## src/rtl/pu_pkg.sv

```systemverilog
// ---------------------------------------------------------------------------
// pu_pkg -- shared definitions for the processing-unit SEND DMA engine.
//
// Contents:
//   DW, AW, PW        default data, address/size and destination-port widths
//   send_dma_state_t  state encoding of the send_dma controller
//
// Build option: SEND_DMA_HDR_EN adds the HDR state. This state sends one
// header word before the payload.
// ---------------------------------------------------------------------------
package pu_pkg;

  localparam int DW = 16;
  localparam int AW = 16;
  localparam int PW = 4;

  typedef enum logic [2:0] {
    IDLE = 3'd0,
    RD   = 3'd1,
    CAP  = 3'd2,
    TX   = 3'd3,
    FIN  = 3'd4
`ifdef SEND_DMA_HDR_EN
    ,
    HDR  = 3'd5
`endif
  } send_dma_state_t;

endpackage

```

## src/rtl/send_dma_if.sv

```systemverilog
// ---------------------------------------------------------------------------
// send_dma_if -- word stream from the SEND DMA engine to the interconnect.
//
// Signals:
//   tx_valid  word offered by the master
//   tx_data   payload word (DW bits)
//   tx_port   destination port (PW bits)
//   tx_last   marks the final word of a transfer
//   tx_ready  slave accepts the word when tx_valid and tx_ready are both high
//
// Modports: master (DMA side) and slave (interconnect side).
// ---------------------------------------------------------------------------
interface send_dma_if #(
  parameter int DW = pu_pkg::DW,
  parameter int PW = pu_pkg::PW
);

  logic          tx_valid;
  logic [DW-1:0] tx_data;
  logic [PW-1:0] tx_port;
  logic          tx_last;
  logic          tx_ready;

  modport master (
    output tx_valid,
    output tx_data,
    output tx_port,
    output tx_last,
    input  tx_ready
  );

  modport slave (
    input  tx_valid,
    input  tx_data,
    input  tx_port,
    input  tx_last,
    output tx_ready
  );

endinterface

```

## src/rtl/send_dma.sv

```systemverilog
// ---------------------------------------------------------------------------
// send_dma -- reads `size` words from data memory starting at `addr` and
// streams them to destination `port` over the tx interface. Each word takes
// one read cycle, one capture cycle and at least one offer cycle.
//
// Ports:
//   clk, rst_n      clock; asynchronous active-low reset
//   start           one-cycle request; it is honoured only when the engine is idle
//   addr, size      start address and word count (unsigned, AW bits)
//   port            destination port (PW bits)
//   busy            transfer in progress. It is high from the start cycle onward
//   done            one-cycle pulse when a transfer completes
//   dm_re, dm_addr  data-memory read request
//   dm_rdata        read data. It is valid one cycle after dm_re
//   tx              send_dma_if.master word stream
//
// Build option: SEND_DMA_HDR_EN sends a header word {port, size[DW-PW-1:0]}
// before the payload. For size = 0 the header is the only word sent, and it
// is flagged last.
// ---------------------------------------------------------------------------
module send_dma #(
  parameter int DW = pu_pkg::DW,
  parameter int AW = pu_pkg::AW,
  parameter int PW = pu_pkg::PW
) (
  input  logic          clk,
  input  logic          rst_n,
  input  logic          start,
  input  logic [AW-1:0] addr,
  input  logic [AW-1:0] size,
  input  logic [PW-1:0] port,
  output logic          busy,
  output logic          done,
  output logic          dm_re,
  output logic [AW-1:0] dm_addr,
  input  logic [DW-1:0] dm_rdata,
  send_dma_if.master    tx
);

  import pu_pkg::*;

  localparam logic [AW-1:0] ONE = AW'(1);

  send_dma_state_t state_r;
  send_dma_state_t state_s;

  logic [AW-1:0] addr_r;   // address of the next word to read
  logic [AW-1:0] cnt_r;    // words still to be sent
  logic [PW-1:0] port_r;   // latched destination
  logic [DW-1:0] data_r;   // word currently offered on tx

  // State register
  always_ff @(posedge clk or negedge rst_n) begin
    if (!rst_n) begin
      state_r <= IDLE;
    end else begin
      state_r <= state_s;
    end
  end

  // Next-state and output decode
  always_comb begin
    state_s     = state_r;
    busy        = 1'b0;
    done        = 1'b0;
    dm_re       = 1'b0;
    tx.tx_valid = 1'b0;
    tx.tx_last  = 1'b0;

    case (state_r)
      IDLE: begin
        // busy rises in the start cycle so that fetch stalls immediately.
        // The reset gate keeps busy low when start is high during reset.
        busy = rst_n & start;
        if (start) begin
`ifdef SEND_DMA_HDR_EN
          state_s = HDR;
`else
          state_s = (size == '0) ? FIN : RD;
`endif
        end else begin
          state_s = IDLE;
        end
      end

`ifdef SEND_DMA_HDR_EN
      HDR: begin
        busy        = 1'b1;
        tx.tx_valid = 1'b1;
        // The header is the final word only for an empty transfer.
        tx.tx_last  = (cnt_r == '0);
        if (tx.tx_ready) begin
          state_s = (cnt_r == '0) ? FIN : RD;
        end else begin
          state_s = HDR;
        end
      end
`endif

      RD: begin
        busy    = 1'b1;
        dm_re   = 1'b1;
        state_s = CAP;
      end

      CAP: begin
        busy    = 1'b1;
        state_s = TX;
      end

      TX: begin
        busy        = 1'b1;
        tx.tx_valid = 1'b1;
        tx.tx_last  = (cnt_r == ONE);
        if (tx.tx_ready) begin
          state_s = (cnt_r == ONE) ? FIN : RD;
        end else begin
          state_s = TX;
        end
      end

      FIN: begin
        busy    = 1'b1;
        done    = 1'b1;
        state_s = IDLE;
      end

      default: begin
        state_s = IDLE;
      end
    endcase
  end

  // Transfer bookkeeping: address, count, destination and payload registers
  always_ff @(posedge clk or negedge rst_n) begin
    if (!rst_n) begin
      addr_r <= '0;
      cnt_r  <= '0;
      port_r <= '0;
      data_r <= '0;
    end else begin
      case (state_r)
        IDLE: begin
          if (start) begin
            addr_r <= addr;
            cnt_r  <= size;
            port_r <= port;
`ifdef SEND_DMA_HDR_EN
            data_r <= {port, size[DW-PW-1:0]};
`endif
          end
        end
        CAP: begin
          data_r <= dm_rdata;
        end
        TX: begin
          if (tx.tx_ready) begin
            cnt_r  <= cnt_r - ONE;
            addr_r <= addr_r + ONE;  // wraps modulo 2^AW
          end
        end
        default: begin
          addr_r <= addr_r;
        end
      endcase
    end
  end

  assign dm_addr    = addr_r;
  assign tx.tx_data = data_r;
  assign tx.tx_port = port_r;

endmodule

```

## src/flat_wrapper.sv

```systemverilog
// flat-port wrapper written by rule: the top's interface ports become plain ports
module send_dma_flat import pu_pkg::*;
#(
  parameter int DW = pu_pkg::DW,
  parameter int AW = pu_pkg::AW,
  parameter int PW = pu_pkg::PW
)
  (clk, rst_n, start, addr, size, port, busy, done, dm_re, dm_addr, dm_rdata, tx_tx_valid, tx_tx_data, tx_tx_port, tx_tx_last, tx_tx_ready);
  send_dma_if #(.DW(DW), .PW(PW)) tx_i ();
  input  logic clk;
  input  logic rst_n;
  input  logic start;
  input  logic [AW-1:0] addr;
  input  logic [AW-1:0] size;
  input  logic [PW-1:0] port;
  output logic busy;
  output logic done;
  output logic dm_re;
  output logic [AW-1:0] dm_addr;
  input  logic [DW-1:0] dm_rdata;
  output wire logic [$bits(tx_i.tx_valid)-1:0] tx_tx_valid;
  output wire logic [$bits(tx_i.tx_data)-1:0] tx_tx_data;
  output wire logic [$bits(tx_i.tx_port)-1:0] tx_tx_port;
  output wire logic [$bits(tx_i.tx_last)-1:0] tx_tx_last;
  input wire logic [$bits(tx_i.tx_ready)-1:0] tx_tx_ready;
  assign tx_tx_valid = tx_i.tx_valid;
  assign tx_tx_data = tx_i.tx_data;
  assign tx_tx_port = tx_i.tx_port;
  assign tx_tx_last = tx_i.tx_last;
  assign tx_i.tx_ready = tx_tx_ready;
  send_dma #(.DW(DW), .AW(AW), .PW(PW)) u_core (.clk(clk), .rst_n(rst_n), .start(start), .addr(addr), .size(size), .port(port), .busy(busy), .done(done), .dm_re(dm_re), .dm_addr(dm_addr), .dm_rdata(dm_rdata), .tx(tx_i));
endmodule
```

## config.mk

```make
export PLATFORM = sky130hd
export DESIGN_NAME = send_dma_flat
export DESIGN_NICKNAME = d
export VERILOG_FILES = /design/src/rtl/pu_pkg.sv /design/src/rtl/send_dma_if.sv /design/src/rtl/send_dma.sv /design/src/flat_wrapper.sv
export SDC_FILE = /design/constraint.sdc
export NUM_CORES = 1
export LEC_CHECK = 0
export CAP_MARGIN = 10
export CORE_MARGIN = 5
export CORE_UTILIZATION = 40
export DETAILED_ROUTE_END_ITERATION = 8
export GPL_TIMING_DRIVEN = 0
export PLACE_DENSITY = 0.77
export SLEW_MARGIN = 20
export SYNTH_ARGS = -nofsm -noshare
export SYNTH_HDL_FRONTEND = slang
export SYNTH_SLANG_ARGS = --single-unit
```

## constraint.sdc

```tcl
create_clock -name clk -period 5.4 [get_ports clk]
set_clock_uncertainty 0.15 [all_clocks]
set_input_delay 1.08 -clock clk [delete_from_list [all_inputs] [get_ports clk]]
set_output_delay 1.08 -clock clk [all_outputs]
set_load 0.02 [all_outputs]
```

# Word-level counts from Yosys, hierarchy flattened
# Index checks and enable logic that the tools add are counted.
# totals
out_inout_bits	41
ff_bits	55
elab_cells	37
inputBits	56
# classes
addsub	2
n_eq_ne	7
muxes	16
reduce_logical	6
bitwise_logic	1
# op_table
operator	count
two-way mux 16 bit	4
one-hot mux 16 bit (2 select lines)	2
adder 16 x 1 -> 16 bit, second input constant	1
== test 16 x 1 -> 1 bit, second input constant	1
logical NOT 16 bit	1
subtractor 16 x 1 -> 16 bit, second input constant	1
two-way mux 3 bit	4
one-hot mux 3 bit (4 select lines)	1
== test 3 x 2 -> 1 bit, second input constant	2
two-way mux 1 bit	4
inequality test 2 bit, second input constant	2
OR reduction 4 bit	1
== test 3 x 1 -> 1 bit, second input constant	1
== test 3 bit, second input constant	1
logical NOT 3 bit	1
AND reduction 3 bit	1
one-hot mux 1 bit (2 select lines)	1
AND reduction 2 bit	1
nonzero test 2 bit	1
AND 1 bit	1

# Logic depth before layout (Yosys ltp)
# Gate-level depths: netlist of the first run.
# logic_depth
ltp_word	4
mapped_depth	7
depth_no_buf	6

# Worst setup path before layout of the first run
# No wires, ideal clock.
# synth_timing
kind	in2out
from	in rst_n
to	out busy
slack_ps	2670
cell_stages	2
required_time_ps	4170
n_path_buf	0
arrival_time_ps	1500
cell_sequence	a21oi_1 > mux2i_1
# synth_between
elab_chain_cells	2
# synth_lines
element	line_no	source
start, declared	flat_wrapper.sv:11	input logic rst_n;
AND 1 bit	send_dma.sv:74	busy = rst_n & start;
one-hot mux 1 bit (2 select lines)	send_dma.sv:70	case (state_r)
end, declared	flat_wrapper.sv:16	output logic busy;
# No other way between the ends.

# Worst setup path after layout of the first run
# Ends and elaborated chain as after synthesis.

==> results.ini, run 1 <==
[detailed_routing]
wl_per_cell_microns = 17.9
vias = 3072
postRouteAntennaNets = 0
first_pass_iters = 6
drt_iter0_drc = 165
remaining_drc_errors = 0
drt_wl_total_microns = 9380
vias_per_cell = 5.87

[sta]
worst_slew_pin_slew_ps = 738
slew_viol_final = 0
finalSetupViolCount = 0
fmax_ghz = 0.260
fin_crit_ps = 3850
hold_violations = 0
rsz0062_at_grt = no
fin_setup_tns_ps = 0
fin_crit_sh = 0.713
max_slew_margin = 0.508

[logic_synthesis]
synth-async-reset-ratio = 1.00
post-synth-top-count-cell = dfrtp_1
synthAdderAreaFrac = 0.0124
synth_top_area_share = 0.453
synth_xor_area_frac = 0
yosysTopAreaCell = dfrtp_1
synth_area_sq_um = 3040
synthMuxAreaShare = 0.0692
synth_ff_type = dfrtp_1
post_synth_main_area_contributors = dfrtp_1, mux2_2, o21ai_0
syn_inst = 320
synth_compound_area_frac = 0.192
synth-simple-area-share = 0.225
ys_seq_elements = 55
postSynthAreaPerCell_sq_um = 9.50
yosysWarnings = 0
ys_seq_area_frac = 0.453
synth_top_family_by_area = simple AND/OR/NAND/NOR gates
synthTopCellsByCount = dfrtp_1, nand2_1, o21ai_0
synth_nets = 379
synth_edf_count = 0
ys_types = 51

[power]
peakVddDrop_v = 0.000246
p_leak_uw = 0.00165
power.total_uw = 2530
p_per_area_nw_per_um2 = 602

[floorplanning]
core_area_sq_um = 7330
die-area_sq_um = 9440
fp.dieH_microns = 97.2
start_util = 0.415
ios = 97
die_width_microns = 97.2
placementRows = 31

[clock_network]
post_cts_buffers = 0
cts_resized = 0
clk_pin_slew_ps = 100
clock-root-buffer = clkbuf_8
cts_tree = yes
insertion_delay_ps = 320
cts_max_level = 2
clock-sinks = 55
clockBufferDepth = 2
cts_buffers = 5
cts_hold_buf = 0

[worst_setup_path]
worstPathMaxFanout = 56
cp.arrival_ps = 2620
start_kind = input pin
endpoint_kind = output port
cp.required_ps = 4170
criticalPathCategory = in -> out

[finish]
fin_nets = 482
area_delta_synth_final_pct = 38.5
design_area_sq_um = 4210
layout-drive-gt1-share = 0.108
diodes = 0

[grt]
grt_usage = 0.201
grt_pass1_wl_microns = 15700
grt_pass1_vias = 3082
antenna_found_initial = 0
gr-total-overflow = 0
grt_start_max_net_pins = 57

[status]
status = completed

[flow_run]
maxCapViolations = 0

[placement]
place_congestion = 0.867
hpwl_microns = 6800
port_buffers = 96
placed_area_sq_um = 4120

[min_path]
hp-class = reg -> reg

## cell families after synthesis
group / Yosys count
AND/OR/NAND/NOR: 122
flip-flops: 55
multiplexers: 19
buffers and inverters: 27
AO/OA/AOI/OAI: 94
adder cells (fa/ha/maj): 3
## sequential cells by signal, summed over array words and instances (netlist names)
name	count
u_core.state_r	3
u_core.cnt_r	16
u_core.dm_addr	16
u_core.tx.tx_data	16
u_core.tx.tx_port	4
## layout by cell type, fill, tap and decap left out, types with 8 or more instances in the layout
cell type,instances
buf_2,11
nor3_1,8
mux2_2,16
o21ai_0,28
dfrtp_1,55
nand4_1,9
nand2_1,33
a21oi_1,22
nor2_1,19
a2bb2oi_1,8
clkdlybuf4s50_1,95
nand3_1,9
## report_power, final
part | internal [uW] | switching, uW | leakage [uW]
Combinational | 664 | 820 | 0.000957
Clock | 91.9 | 146 | 0.0000483
Sequential | 613 | 200 | 0.000647
Total | 1370 | 1170 | 0.00165
## stage by stage
| step | hold slack (ps) | util | setup slack, ps | cells |
|---|---|---|---|---|
| floorplan | 364 | - | 2670 | 320 |
| global placement | 308 | 0.563 | -357 | 515 |
| detailed placement | 318 | 0.562 | 1510 | 515 |
| CTS | 343 | 0.574 | 1500 | 523 |
| global route | 367 | 0.574 | 1320 | 523 |
| finish | 342 | 0.574 | 1550 | 523 |
## worst max-delay path, stage by stage
cell and delay [ps]:
buf_4 550, a21oi_1 150, mux2i_1 160, clkdlybuf4s50_1 640
## final timing paths
path / from / end / slack [ps] / cells past startpoint
max in group asynchronous: rst_n / u_core.dm_addr[10] / 3950 / 1
worst min register to register: u_core.tx.tx_port[1] / u_core.tx.tx_port[1] / 340 / 2
worst min-delay path: u_core.tx.tx_port[1] / u_core.tx.tx_port[1] / 340 / 2
min in group asynchronous: rst_n / u_core.tx.tx_data[12] / 640 / 1
worst max register to register: u_core.state_r[2] / u_core.cnt_r[7] / 3270 / 7
worst max-delay path: rst_n / busy / 1550 / 4
## metal layers
layer | routed length [microns] | vias to the layer above | global-route usage | part of all wire
li1 | - | 1412 | - | -
met1 | 4110 | 1467 | 0.278 | 0.44
met2 | 4310 | 177 | 0.323 | 0.46
met3 | 855 | 16 | 0.0445 | 0.091
met4 | 94 | 0 | 0.0410 | 0.010
met5 | 0 | - | 0 | 0
## final cells by class
type / count / area [sq um]
fillers: 649 / 3120
multi-input cells: 238 / 1510
flip-flops and latches: 55 / 1380
repair buffers: 96 / 958
well taps: 99 / 124
plain buffers: 20 / 123
clock buffers: 5 / 68.8
inverters: 7 / 26.3
clock inverters: 3 / 18.8
(Power assumes the default switching activity.)
==> run 2: changes to the inputs <==
clock period = 3.75 ns   (was 5.4 ns; I/O delays follow)
==> results of run 2 <==
Same layout as run 1 (identical final DEF). Status: completed.
Main changes from that run: setup slack after placement 1510 ps -> 523 ps; clock-pin slew on the worst setup and hold paths 100 ps -> 110 ps; setup slack after layout 1550 ps -> 429 ps; hold slack 342 ps -> 312 ps; start point of the critical path rst_n -> u_core.cnt_r[7]; end point of the critical path busy -> tx_tx_last; register-to-register setup slack 3270 ps -> 1620 ps; total power 2530 uW -> 3650 uW; worst IR drop on VDD 0.000246 V -> 0.000354 V
==> run 3: changes to the inputs <==
CORE_MARGIN = default   (was 5)
==> run 3 against run 2 <==
- utilization is 0.39 points higher
- hold slack improved by 19 ps
- cell area is 0.15% higher
- sequential power about the same
- sequential share of layout area barely moved
- wire length shrank 3.1%
- critical endpoint unchanged
- largest power group unchanged
- highest routed layer unchanged
==> results.ini, run 3 (same netlist as run 1, synthesis figures left out) <==
[detailed_routing]
postRouteAntennaNets = 0
drt_wl_total_microns = 9080
first_pass_iters = 4
remaining_drc_errors = 0
drt_iter0_drc = 205
vias_per_cell = 5.75
wl_per_cell_microns = 17.4
vias = 3008

[clock_network]
cts_tree = yes
clock-sinks = 55
cts_max_level = 2
clockBufferDepth = 2
cts_resized = 0
clock-root-buffer = clkbuf_8
post_cts_buffers = 0
cts_buffers = 5
cts_hold_buf = 0
clk_pin_slew_ps = 110
insertion_delay_ps = 320

[grt]
grt_start_max_net_pins = 57
grt_usage = 0.244
grt_pass1_wl_microns = 14900
gr-total-overflow = 0
grt_pass1_vias = 2993
antenna_found_initial = 0

[flow_run]
maxCapViolations = 0

[finish]
postLayoutCoreUtil = 0.578
diodes = 0
fin_nets = 482
most-common-layout-cells = clkdlybuf4s50_1, dfrtp_1, nand2_1
layout-drive-gt1-share = 0.108
area_delta_synth_final_pct = 38.7
design_area_sq_um = 4220
layout_commonest_cell = clkdlybuf4s50_1

[worst_setup_path]
reg2reg_setup_slack_ps = 1610
slowest_delay_ps = 620
start_kind = flop
r2r-start = u_core.cnt_r[0]
cp.required_ps = 2850
endpoint_kind = output port
crit_slowest_cell = clkdlybuf4s50_1
crit_buf_inv = 2
r2r_end = u_core.cnt_r[14]
critical-path-top-delay-family = buffers and inverters
cp.arrival_ps = 2340
criticalPathCategory = reg -> out
crit_chain = nor4_1 -> buf_2 -> nand4_1 -> nor2_1 -> clkdlybuf4s50_1
worstPathMaxFanout = 10
r2r_cells = 6

[power]
swShare = 0.458
p_leak_uw = 0.00165
power.internal_uw = 1970
sequentialPowerShare = 0.320
p_per_area_nw_per_um2 = 864
power.total_uw = 3640
peakVddDrop_v = 0.000358
p_switching_uw = 1670
p_comb_frac = 0.583
p_clk_frac = 0.097

[placement]
placed_area_sq_um = 4120
port_buffers = 96
hpwl_microns = 6610
place_congestion = 0.907

[sta]
rsz0062_at_grt = no
hold_violations = 0
fin_crit_sh = 0.864
fin_crit_ps = 3240
slew_viol_final = 0
finalSetupViolCount = 0
fin_setup_tns_ps = 0
fmax_ghz = 0.309
worst_slew_pin_slew_ps = 778
max_slew_margin = 0.477

[min_path]
hp-class = in -> async

[floorplanning]
ios = 97
core_area_sq_um = 7290
die-area_sq_um = 7950
die_width_microns = 89.2
placementRows = 31
fp.dieH_microns = 89.2
start_util = 0.417

[status]
status = completed

[run 3: worst max-delay path by stage]
stage                     slack, ps          to  cells after the start            start
final                           510  tx_tx_last                      5  u_core.cnt_r[2]
after global routing            320  tx_tx_last                      5  u_core.cnt_r[2]
after CTS                       500  tx_tx_last                      5  u_core.cnt_r[2]
after detailed placement        560        busy                      4            rst_n
after global placement        -1300        busy                      4            rst_n
after floorplan                1510  tx_tx_last                      4  u_core.cnt_r[3]
[run 3: metal layers]
layer / part of all wire / track usage / vias to the layer above
li1: - / - / 1409
met1: 0.42 / 0.314 / 1450
met2: 0.48 / 0.418 / 142
met3: 0.097 / 0.0480 / 7
met4: 0.0094 / 0.0678 / 0
met5: 0 / 0 / -
[run 3: worst reg2reg max path, delay by kind of cell (launching register included)]
kind                     cells  cell delay [ps]
AO/OA/AOI/OAI                1              320
adder cells (fa/ha/maj)      1              270
buffers and inverters        1              110
flip-flops                   1              460
AND/OR/NAND/NOR              3              720
[run 3: power groups by stage]
stage / Combinational (uW) / Sequential, uW / Clock (uW)
finish: 2120 / 1170 / 354
floorplan: 1080 / 1350 / 0
CTS: 2130 / 1160 / 358
global placement: 2060 / 1160 / 0
global route: 2320 / 1220 / 376
detailed placement: 2120 / 1180 / 0
[run 3: cell type report]
cell class                 count  area [sq um]
tap                           99           124
timing repair buffer          96           958
clock inverter                 3          25.0
multi-input combinational    238          1510
inverter                       7          26.3
fill                         670          3080
sequential                    55          1380
buffer                        20           123
clock buffer                   5          68.8
[run 3: stage by stage]
step | cells | setup WS, ps | hold WS, ps
3_5_place_dp | 515 | 559 | 320
4_1_cts | 523 | 501 | 345
3_3_place_gp | 515 | -1300 | 308
2_1_floorplan | 320 | 1510 | 304
6_report | 523 | 509 | 331
5_1_grt | 523 | 323 | 386
